`config.mk`:
```
export PLATFORM = sky130hd
export DESIGN_NAME = poly_tone_synth_flat
export DESIGN_NICKNAME = d
export VERILOG_FILES = /design/src/rtl/poly_tone_synth_if.sv /design/src/rtl/poly_tone_synth.sv /design/src/flat_wrapper.sv
export SDC_FILE = /design/constraint.sdc
export NUM_CORES = 1
export LEC_CHECK = 0
export CORE_MARGIN = 1
export CORE_UTILIZATION = 41
export CTS_CLUSTER_DIAMETER = 200
export CTS_CLUSTER_SIZE = 16
export DETAILED_ROUTE_END_ITERATION = 10
export PLACE_DENSITY = 0.6
export SYNTH_ARGS = -nofsm -noshare
export SYNTH_HDL_FRONTEND = slang
export SYNTH_SLANG_ARGS = --single-unit
```
`constraint.sdc`:
```
create_clock -name clk -period 3.8 [get_ports clk]
set_clock_uncertainty 0.1 [all_clocks]
set_input_delay 0.76 -clock clk [delete_from_list [all_inputs] [get_ports clk]]
set_output_delay 0.76 -clock clk [all_outputs]
set_load 0.02 [all_outputs]
```
`src/rtl/poly_tone_synth_if.sv`:
```
// Programming and audio bundle between the control side and the tone synth.
// The master drives the per-channel programming; the slave produces audio/mix.
interface poly_tone_synth_if #(
  parameter int NCH = 4,
  parameter int HPW = 7
);
  localparam int MW = $clog2(NCH + 1);

  logic [NCH*HPW-1:0] hp;
  logic [NCH-1:0]     mode;
  logic [NCH-1:0]     active;
  logic [NCH-1:0]     audio;
  logic [MW-1:0]      mix;

  modport master (output hp, output mode, output active, input audio, input mix);
  modport slave  (input hp, input mode, input active, output audio, output mix);
endinterface

```
`src/rtl/poly_tone_synth.sv`:
```
// Multi-channel tone generator: every channel divides a shared slow tick by its
// own half-period and emits either a square wave or 15-bit LFSR noise. The gated
// audio bits and a registered count of high channels feed the PWM/DAC mixer.
module poly_tone_synth #(
  parameter int NCH = 4,
  parameter int HPW = 7
) (
  input  logic               clk,
  input  logic               rst_n,
  input  logic               synth_clk,
  poly_tone_synth_if.slave   bus
);
  localparam int MW = $clog2(NCH + 1);

  logic          s0, s1, prev;
  logic [1:0]    sync_fill;
  logic          tick;
  logic [NCH-1:0] tone_reg;
  logic [NCH-1:0] audio_w;
  logic [MW-1:0]  pop;
  logic [MW-1:0]  mix_q;

  // Synchronise synth_clk and keep the edge register pinned high until the
  // synchroniser holds a real sample, so a level already high at reset
  // release is not mistaken for a rising edge.
  always_ff @(posedge clk or negedge rst_n) begin
    if (!rst_n) begin
      s0        <= 1'b0;
      s1        <= 1'b0;
      prev      <= 1'b1;
      sync_fill <= 2'b00;
    end else begin
      s0        <= synth_clk;
      s1        <= s0;
      sync_fill <= {sync_fill[0], 1'b1};
      prev      <= sync_fill[1] ? s1 : 1'b1;
    end
  end

  assign tick = s1 & ~prev;

  for (genvar g = 0; g < NCH; g++) begin : g_ch
    logic [HPW-1:0] hp_ch;
    logic [HPW-1:0] ctr;
    logic [14:0]    lfsr;
    logic [14:0]    lfsr_step;
    logic           tone_q;

    assign hp_ch     = bus.hp[g*HPW +: HPW];
    assign lfsr_step = {lfsr[13:0], lfsr[14] ^ lfsr[13]};
    assign tone_reg[g] = tone_q;

    // Per-channel divider: expire when the counter reaches the half-period,
    // then toggle (square) or step the LFSR (noise); hp of zero mutes.
    always_ff @(posedge clk or negedge rst_n) begin
      if (!rst_n) begin
        ctr    <= HPW'(1);
        tone_q <= 1'b0;
        lfsr   <= 15'(g + 1);
      end else if (tick) begin
        if (hp_ch == '0) begin
          ctr    <= HPW'(1);
          tone_q <= 1'b0;
        end else if (ctr >= hp_ch) begin
          ctr <= HPW'(1);
          if (bus.mode[g]) begin
            lfsr   <= lfsr_step;
            tone_q <= lfsr_step[14];
          end else begin
            tone_q <= ~tone_q;
          end
        end else begin
          ctr <= ctr + HPW'(1);
        end
      end
    end
  end

  assign audio_w   = tone_reg & bus.active;
  assign bus.audio = audio_w;

  // Count how many gated channels are currently high.
  always_comb begin
    pop = '0;
    for (int i = 0; i < NCH; i++) begin
      pop = pop + MW'(audio_w[i]);
    end
  end

  // Register the channel count for the mixer.
  always_ff @(posedge clk or negedge rst_n) begin
    if (!rst_n) begin
      mix_q <= '0;
    end else begin
      mix_q <= pop;
    end
  end

  assign bus.mix = mix_q;
endmodule
```
`src/flat_wrapper.sv`:
```
// flat-port wrapper written by rule: the top's interface ports become plain ports
module poly_tone_synth_flat 
#(
  parameter int NCH = 4,
  parameter int HPW = 7
)
  (clk, rst_n, synth_clk, bus_hp, bus_mode, bus_active, bus_audio, bus_mix);
  poly_tone_synth_if #(.NCH(NCH), .HPW(HPW)) bus_i ();
  input  logic clk;
  input  logic rst_n;
  input  logic synth_clk;
  input wire logic [$bits(bus_i.hp)-1:0] bus_hp;
  input wire logic [$bits(bus_i.mode)-1:0] bus_mode;
  input wire logic [$bits(bus_i.active)-1:0] bus_active;
  output wire logic [$bits(bus_i.audio)-1:0] bus_audio;
  output wire logic [$bits(bus_i.mix)-1:0] bus_mix;
  assign bus_i.hp = bus_hp;
  assign bus_i.mode = bus_mode;
  assign bus_i.active = bus_active;
  assign bus_audio = bus_i.audio;
  assign bus_mix = bus_i.mix;
  poly_tone_synth #(.NCH(NCH), .HPW(HPW)) u_core (.clk(clk), .rst_n(rst_n), .synth_clk(synth_clk), .bus(bus_i));
endmodule
```
**Word-level counts from Yosys, hierarchy flattened**

Cells that the tools add are included.

- Register bits after elaboration: 100
- Bits of input ports: 39
- Output and inout port bits: 7
- Word-level logic and storage cells: 80

- Reductions and logical operators: 16
- Bitwise gates (word level): 15
- Order comparisons: 4
- Muxes and demuxes: 21
- Add/sub/neg operators: 7

Operators by type and width:

| cell | number |
|---|---|
| $mux W7 | 8 |
| $add A7 B1 Y7 const B | 4 |
| $ge A7 B7 Y1 | 4 |
| $logic_not A7 Y1 | 4 |
| $reduce_and A4 Y1 | 4 |
| $mux W1 | 13 |
| $not A1 Y1 | 9 |
| $reduce_and A2 Y1 | 4 |
| $reduce_bool A2 Y1 | 4 |
| $add A3 B1 Y3 | 2 |
| $and A4 B4 Y4 | 1 |
| $xor A1 B1 Y1 | 4 |
| $add A1 B1 Y2 | 1 |
| $and A1 B1 Y1 | 1 |

**Longest topological paths before layout**

Gate-level depths: netlist of the first run.

- Depth in word-level cells: 4
- Mapped depth: 8
- Mapped depth without buffers: 7

**Least setup slack after synthesis of the first run**

OpenSTA, ideal clock, no wires.

- Kind: input-to-reg
- Start point: input bus_hp[2]
- End point: register u_core.g_ch[0].lfsr[10]
- Arrival: 2.293 ns
- Required time: 3.575 ns
- Library setup time: 0.125 ns
- Path buffers: 1
- Cell stages on the path: 8
- Path slack: 1.282 ns
- Cell sequence: inv_1 > ha_1 > a21o_1 > a31oi_1 > o221a_4 > nand4b_4 > buf_8 > mux2_4

- Cells in the longest elaborated chain, start to end: 3
- Elaborated cells between the ends (all ways): 4
- Classes of those cells: 1 x order compare; 1 x bitwise; 2 x reduce/logical

Ends and longest elaborated chain:

| what | line | RTL |
|---|---|---|
| from (decl) | flat_wrapper.sv:12 | `input wire logic [$bits(bus_i.hp)-1:0] bus_hp;` |
| parallel branches: the longest is 2 deep, another holds $ge A7 B7 Y1 | -- |  |
| $reduce_and A4 Y1 (no source line) * | -- |  |
| to (signal assigned) | poly_tone_synth.sv:59 | `lfsr <= 15'(g + 1);` |
| to (signal assigned) | poly_tone_synth.sv:67 | `lfsr <= lfsr_step;` |
| to (decl) | poly_tone_synth.sv:45 | `logic [14:0] lfsr;` |

Every way passes the cells marked *.
A chain may end at the register's enable or synchronous reset.

**Worst setup path after layout of the first run**

- Start point: input bus_active[3]
- End point: output bus_audio[3]

- Cells in the longest elaborated chain, start to end: 1

Ends and longest elaborated chain:

| what | line | RTL |
|---|---|---|
| from (decl) | flat_wrapper.sv:14 | `input wire logic [$bits(bus_i.active)-1:0] bus_active;` |
| $and A4 B4 Y4 | poly_tone_synth.sv:79 | `assign audio_w = tone_reg & bus.active;` |
| to (decl) | flat_wrapper.sv:15 | `output wire logic [$bits(bus_i.audio)-1:0] bus_audio;` |

No other way between the ends.

==> results of run 1 <==
worst max-delay path by stage:
stage                             start                      end  depth (start not counted)  slack (ns)
after floorplan               bus_hp[2]  u_core.g_ch[0].lfsr[10]                          8        1.28
after global placement        bus_hp[2]   u_core.g_ch[0].lfsr[4]                          8        0.73
after detailed placement      bus_hp[2]   u_core.g_ch[0].lfsr[2]                          8        0.69
after CTS                 bus_active[3]             bus_audio[3]                          3        0.87
after global routing      bus_active[3]             bus_audio[3]                          3        0.81
final                     bus_active[3]             bus_audio[3]                          3        0.88
stage by stage:
step           cell area (µm²)   util  power (mW)  hold slack [ns]  instances
3_5_place_dp              5610  0.481        2.20            0.246        605
4_1_cts                   5940  0.509        3.20            0.263        620
2_1_floorplan             5000      -        1.93            0.231        421
6_report                  5940  0.509        3.17            0.265        620
5_1_grt                   5940  0.509        3.39            0.277        620
3_3_place_gp              5610  0.481        2.17            0.234        605
cell type report:
class	instances	area share
Sequential cell	100	0.424
Inverter	40	0.0253
Tap cell	143	0.0301
Timing Repair Buffer	50	0.0839
Multi-Input combinational cell	272	0.382
Clock inverter	5	0.0143
Clock buffer	10	0.0403
state kept, by name (all words and copies together) (netlist names):
name and count:
u_core.prev 1, u_core.g_ch.tone_q 4, u_core.sync_fill 2, u_core.s0 1, u_core.g_ch.lfsr 60, u_core.g_ch.ctr 28
u_core.bus.mix 3, u_core.s1 1
cell usage after synthesis:
| library cell | number |
|---|---|
| a21o_1 | 4 |
| a21oi_1 | 17 |
| a31oi_1 | 10 |
| a32o_1 | 2 |
| and2_1 | 4 |
| and4_1 | 5 |
| buf_4 | 3 |
| buf_6 | 1 |
| buf_8 | 1 |
| clkbuf_1 | 4 |
| conb_1 | 1 |
| dfrtp_1 | 90 |
| dfstp_2 | 10 |
| fa_1 | 1 |
| ha_1 | 34 |
| inv_1 | 40 |
| mux2_2 | 55 |
| mux2_4 | 9 |
| mux2i_1 | 2 |
| nand2_1 | 34 |
| nand2b_1 | 6 |
| nand3_1 | 9 |
| nand4_1 | 7 |
| nand4_2 | 2 |
| nand4b_4 | 2 |
| nor2_1 | 10 |
| nor2_2 | 2 |
| nor2b_1 | 3 |
| nor3_1 | 6 |
| nor3b_1 | 2 |
| nor4_1 | 4 |
| o211ai_1 | 4 |
| o21ai_0 | 7 |
| o221a_2 | 3 |
| o221a_4 | 1 |
| o22ai_1 | 8 |
| or3_1 | 5 |
| xnor2_1 | 3 |
| xor2_1 | 10 |
per-layer routing:
metal | part of all wire | routed length (µm)
met5 | 0 | 0
met4 | 0.013 | 110
met3 | 0.027 | 234
met2 | 0.46 | 4010
met1 | 0.50 | 4320
logic make-up after synthesis:
family                   Yosys count
other                              1
AND/OR/NAND/NOR                  101
AO/OA/AOI/OAI                     56
XOR/XNOR                          13
buffers and inverters             49
flip-flops                       100
multiplexers                      66
adder cells (fa/ha/maj)           35
cell usage in the layout, fill, tap and decap left out, types with 8 or more instances in the layout:
cell type,instances
clkbuf_16,9
inv_1,40
nor2_1,10
nand3_1,9
dfrtp_1,90
xor2_1,10
mux2_2,55
mux2_4,9
ha_1,34
nand2_1,34
clkdlybuf4s50_1,44
a21oi_1,17
o22ai_1,8
dfstp_2,10
a31oi_1,10
power by group through the flow:
| stage | Clock, mW | Sequential (mW) | Combinational (mW) |
|---|---|---|---|
| 3_5_place_dp | 0 | 1.40 | 0.800 |
| 3_3_place_gp | 0 | 1.40 | 0.772 |
| 6_report | 0.983 | 1.38 | 0.798 |
| 2_1_floorplan | 0 | 1.37 | 0.555 |
| 4_1_cts | 1.01 | 1.39 | 0.808 |
| 5_1_grt | 1.06 | 1.41 | 0.924 |
==> key figures, run 1 <==
GRT
  • Gr ovfl total: 0
  • Routing usage on met1: 0.205
  • First-pass GRT wire length: approximately 16,000 µm
  • Number of global-route vias before repair: between 3,000 and 4,000
  • Global route hottest layer: met2
  • Total GRT Usage: 0.153
  • Pin count of the biggest net entering global routing: 64
  • Met2 usage: 0.253
  • Initial antenna violation count: 0
  • GR met3 Demand/Resource: 0.0211

Detailed routing
  • Post-DR vias/cell: about 5.2
  • ANT nets after route: 0
  • Wirelength, routed: 8680 µm
  • Starting DRC count in detailed routing: between 150 and 200
  • Residual DRC: 0
  • Post-DR wirelength/cell: between 10 and 15 µm
  • Drt pass-1 iters: 4
  • Vias post-DR: around 3,200

Pwr
  • Clock network power share: 0.310
  • Psw: ~950 µW
  • Seq pwr share: 0.437
  • Combinational Power Share: 0.252
  • Peak supply drop: 0.199 mV
  • Pint: 2.21 mW
  • LEAKAGE: slightly below 3 nW
  • Sw frac: 0.301
  • Pwr per Cell Area: between 500 and 600 mW/mm²

Floorplan
  • Die area: around 0.013 mm²
  • Core area: 0.0117 mm²
  • Die extent in x: approximately 110 µm
  • # IOs: 46
  • Rows: 39
  • Initial Util: 0.429
  • Die height: 112 µm

Flow run
  • Number of max-cap violations: 0

Logic synthesis
  • Syn_area_per_cell: about 12 µm²
  • Sequential element share of the synthesized area: 0.503
  • Synth Area in XOR/XNOR: 0.0228
  • Synth Warn #: 0
  • Mapped Nets: 495
  • Synth top area share: 0.451
  • Synth area leader: dfrtp_1
  • Cells after Synth: 421
  • Synth top area cells: dfrtp_1 45%, mux2_2 12%, ha_1 8.5%, dfstp_2 5.3%, inv_1 3.0%
  • Seq cells post-synth: 100
  • Post-synthesis simple-gate area fraction: 0.113
  • Post-Synth Adder-Cell Area: 0.0891
  • Post-synth cell types: 39
  • Largest family of logic cells by synthesized area: multiplexers
  • Synth Area in Compound Gates: 0.0733
  • Post-synthesis mux area share: 0.155
  • Netlist Area Pre-Place: between 0.004 and 0.005 mm²

Cells and area
  • Share of layout cells above drive strength 1: 0.220
  • ANT cells: 0
  • FF/Latch Area: ~0.0025 mm²
  • Filler cells: about 1,000
  • Final #Nets: approximately 550
  • Area delta synth->final: 18.7%
  • Area of the multi-input gates: ~0.0023 mm²

STA
  • Slew headroom: 0.457
  • Unrepaired setup endpoints after global routing: no
  • Setup TNS: 0 ns
  • Final period utilization: 0.769
  • Slew of the pin with the lowest slew margin: roughly 0.8 ns
  • Peak Freq: 342 MHz
  • Max Slew Vio Count: 0
  • Setup ws final: ~0.9 ns
  • Final min period: 2.92 ns
  • Final hold viol count: 0
  • Final setup viols: 0

CTS
  • Hold buffer count at CTS: 0
  • Cts bufs inserted: 9
  • Clk sinks: 100
  • Clock-pin slew on the worst setup and hold paths: approximately 0.070 ns
  • H-Tree Depth: 3
  • Longest Clk Path Bufs: 2
  • Clk Tree Root Cell: clkbuf_16
  • Post_cts resized: 0
  • Postcts setup bufs: 0
  • Clock latency at the later pin of the worst-skew pair: around 0.33 ns
  • CTS tree: yes

Worst setup path
  • Critical Path Fanout Max: 2
  • Setup crit end kind: output port
  • Critical-path top delay cell: clkdlybuf4s50_1
  • Delay of the slowest critical-path stage: ~0.63 ns
  • Worst path arrival time: between 2 and 2.5 ns
  • Crit path kind: input port to output port
  • Worst path cell trace: clkdlybuf4s50_1 > and2_1 > clkdlybuf4s50_1
  • Capturing point of the worst reg2reg path: u_core.g_ch[0].lfsr[14]
  • R2R cell count: 7
  • Cell family with most CP delay: buffers and inverters
  • Critical Path RT: about 2.9 ns
  • R2R Setup Slk: ~1.4 ns
  • Crit path buf inv count: 2
  • Reg2reg start: u_core.g_ch[0].ctr[0]
  • Most frequent CP cell: clkdlybuf4s50_1
  • Startpoint types: input port

Place
  • Dpl hpwl: 6170 µm
  • Dpl ws: approximately 0.69 ns
  • Port Buffers: 45
  • Routability cong.: between 0.7 and 0.8

Min path
  • Hold depth: 0
  • Hold Crit Endpoint: u_core.sync_fill[1]
  • Worst hold path type: register to register
  • Worst hold start: u_core.sync_fill[0]

Status
  • Status: finished clean
No activity file was read; power rests on OpenSTA's default activity.
==> run 2: changes to the inputs <==
==> constraint.sdc (replaced) <==
create_clock -name clk -period 2.85 [get_ports clk]
set_clock_uncertainty 0.1 [all_clocks]
set_input_delay 0.57 -clock clk [delete_from_list [all_inputs] [get_ports clk]]
set_output_delay 0.57 -clock clk [all_outputs]
set_load 0.02 [all_outputs]
==> run 2 against run 1 <==
Compared with the run above: clock power is 28% higher; register-to-register slack worse by 0.90 ns; hold slack worse by 0.12 ns; via count is 0.99% higher; worst setup slack worse by 0.55 ns; global-route usage is 0.19 points higher; utilization is 0.72 points higher; die area stayed put; sequential cell count stayed put; combinational power is 39% higher; critical path type unchanged.
==> key figures, run 2 (same netlist as run 1, synthesis figures left out) <==
Worst setup path
  • Delay of the slowest critical-path stage: ~0.63 ns
  • Critical Path RT: ~2.2 ns
  • Startpoint types: input port
  • Setup crit end kind: output port
  • Worst path arrival time: around 1.9 ns
  • Critical Path Fanout Max: 2
  • Most frequent CP cell: clkdlybuf4s50_1
  • R2R cell count: 7
  • Critical-path top delay cell: clkdlybuf4s50_1
  • Worst path cell trace: clkdlybuf4s50_1 > and2_1 > clkdlybuf4s50_1
  • Crit path kind: input port to output port

Floorplan
  • Initial Util: 0.429
  • Rows: 39
  • Die height: about 110 µm
  • Die extent in x: 112 µm
  • Core area: 0.0117 mm²
  • # IOs: 46
  • Die area: about 0.013 mm²

CTS
  • Postcts setup bufs: 0
  • Clk Tree Root Cell: clkbuf_16
  • Clock latency at the later pin of the worst-skew pair: 0.34 ns
  • Cts bufs inserted: 9
  • Post_cts resized: 0
  • Hold buffer count at CTS: 0
  • CTS tree: yes
  • H-Tree Depth: 3
  • Clock-pin slew on the worst setup and hold paths: roughly 0.070 ns
  • Longest Clk Path Bufs: 2
  • Clk sinks: 100

GRT
  • Initial antenna violation count: 0
  • Number of global-route vias before repair: 3,324
  • Total GRT Usage: 0.155
  • Pin count of the biggest net entering global routing: 47
  • Gr ovfl total: 0
  • First-pass GRT wire length: 15,500 µm

Cells and area
  • Most used cells in the layout excluding fill and tap cells: 90 x dfrtp_1, 55 x mux2_2, 44 x clkdlybuf4s50_1
  • Most flops, register: u_core.g_ch.lfsr
  • Area delta synth->final: 20.4%
  • Share of layout cells above drive strength 1: 0.236
  • Most common cell after layout, fill and taps aside: dfrtp_1
  • Non-Filler Instances: 630
  • Final #Nets: around 560
  • Largest registers: u_core.g_ch.lfsr (60), u_core.g_ch.ctr (28), u_core.g_ch.tone_q (4)
  • ANT cells: 0
  • Largest register FFs: 60

Detailed routing
  • Vias post-DR: between 3,000 and 4,000
  • Residual DRC: 0
  • Wirelength, routed: approximately 8700 µm
  • Post-DR vias/cell: roughly 5.2
  • Post-DR wirelength/cell: roughly 14 µm
  • Drt pass-1 iters: 5
  • ANT nets after route: 0
  • Starting DRC count in detailed routing: approximately 140

Place
  • Routability cong.: around 0.75
  • Port Buffers: 45
  • Dpl hpwl: ~6300 µm
  • Post-Place Cells: 614

STA
  • Final setup viols: 0
  • Unrepaired setup endpoints after global routing: no
  • Final min period: around 2.5 ns
  • Slew headroom: 0.519
  • Max Slew Vio Count: 0
  • Slew of the pin with the lowest slew margin: ~0.72 ns
  • Peak Freq: 397 MHz
  • Final period utilization: 0.884
  • Final hold viol count: 0

Flow run
  • Number of max-cap violations: 0

Min path
  • Worst hold path type: input port to asynchronous set/reset pin

Status
  • Status: finished clean

Pwr
  • Peak supply drop: around 0.26 mV
  • LEAKAGE: just under 3 nW
  • Pwr per Cell Area: roughly 700 mW/mm²
  • Power Total: roughly 4.2 mW
==> run 2: area by class of cell <==
cell class | instances | area (µm²)
clock buffer | 10 | 239
clock inverter | 6 | 76.3
fill | 1003 | 5640
inverter | 40 | 150
multi-input combinational | 272 | 2270
sequential | 100 | 2510
tap | 143 | 179
timing repair buffer | 59 | 591
==> run 2: worst paths after layout <==
| path | end | slack [ns] | start |
|---|---|---|---|
| max reg2reg | u_core.g_ch[0].lfsr[6] | 0.48 | u_core.g_ch[0].ctr[0] |
| max in group asynchronous | u_core.g_ch[1].lfsr[1] | 1.77 | rst_n |
| min | u_core.g_ch[1].ctr[2] | 0.15 | rst_n |
| min reg2reg | u_core.sync_fill[1] | 0.26 | u_core.sync_fill[0] |
| max | bus_audio[2] | 0.33 | bus_active[2] |
| min in group clk | u_core.sync_fill[1] | 0.26 | u_core.sync_fill[0] |
==> run 2: critical path: cells and delay by family <==
kind / cells / cell delay (ns)
buffers and inverters: 2 / 1.07
and+or+nand+nor: 1 / 0.20
==> run 2: power by group <==
part | internal, mW | switching [mW] | leakage [nW]
logic | 0.559 | 0.553 | 1.48
clock network | 0.722 | 0.535 | 0.156
registers | 1.64 | 0.212 | 1.30
==> run 2: through the flow <==
stage | TNS [ns] | utilization | worst slack, ns | hold slack [ns] | area [µm²]
4_1_cts | 0 | 0.516 | 0.312 | 0.167 | 6020
2_1_floorplan | 0 | - | 0.522 | 0.174 | 5000
3_5_place_dp | -0.0149 | 0.489 | -0.0120 | 0.250 | 5700
6_report | 0 | 0.516 | 0.332 | 0.145 | 6020
3_3_place_gp | 0 | 0.489 | 0.0384 | 0.235 | 5700
5_1_grt | 0 | 0.516 | 0.254 | 0.191 | 6020
==> run 2: layer usage <==
layer / global-route usage / share of wire
met2: 0.247 / 0.47
met4: 0.0613 / 0.013
met5: 0 / 0
met1: 0.207 / 0.49
met3: 0.0313 / 0.030
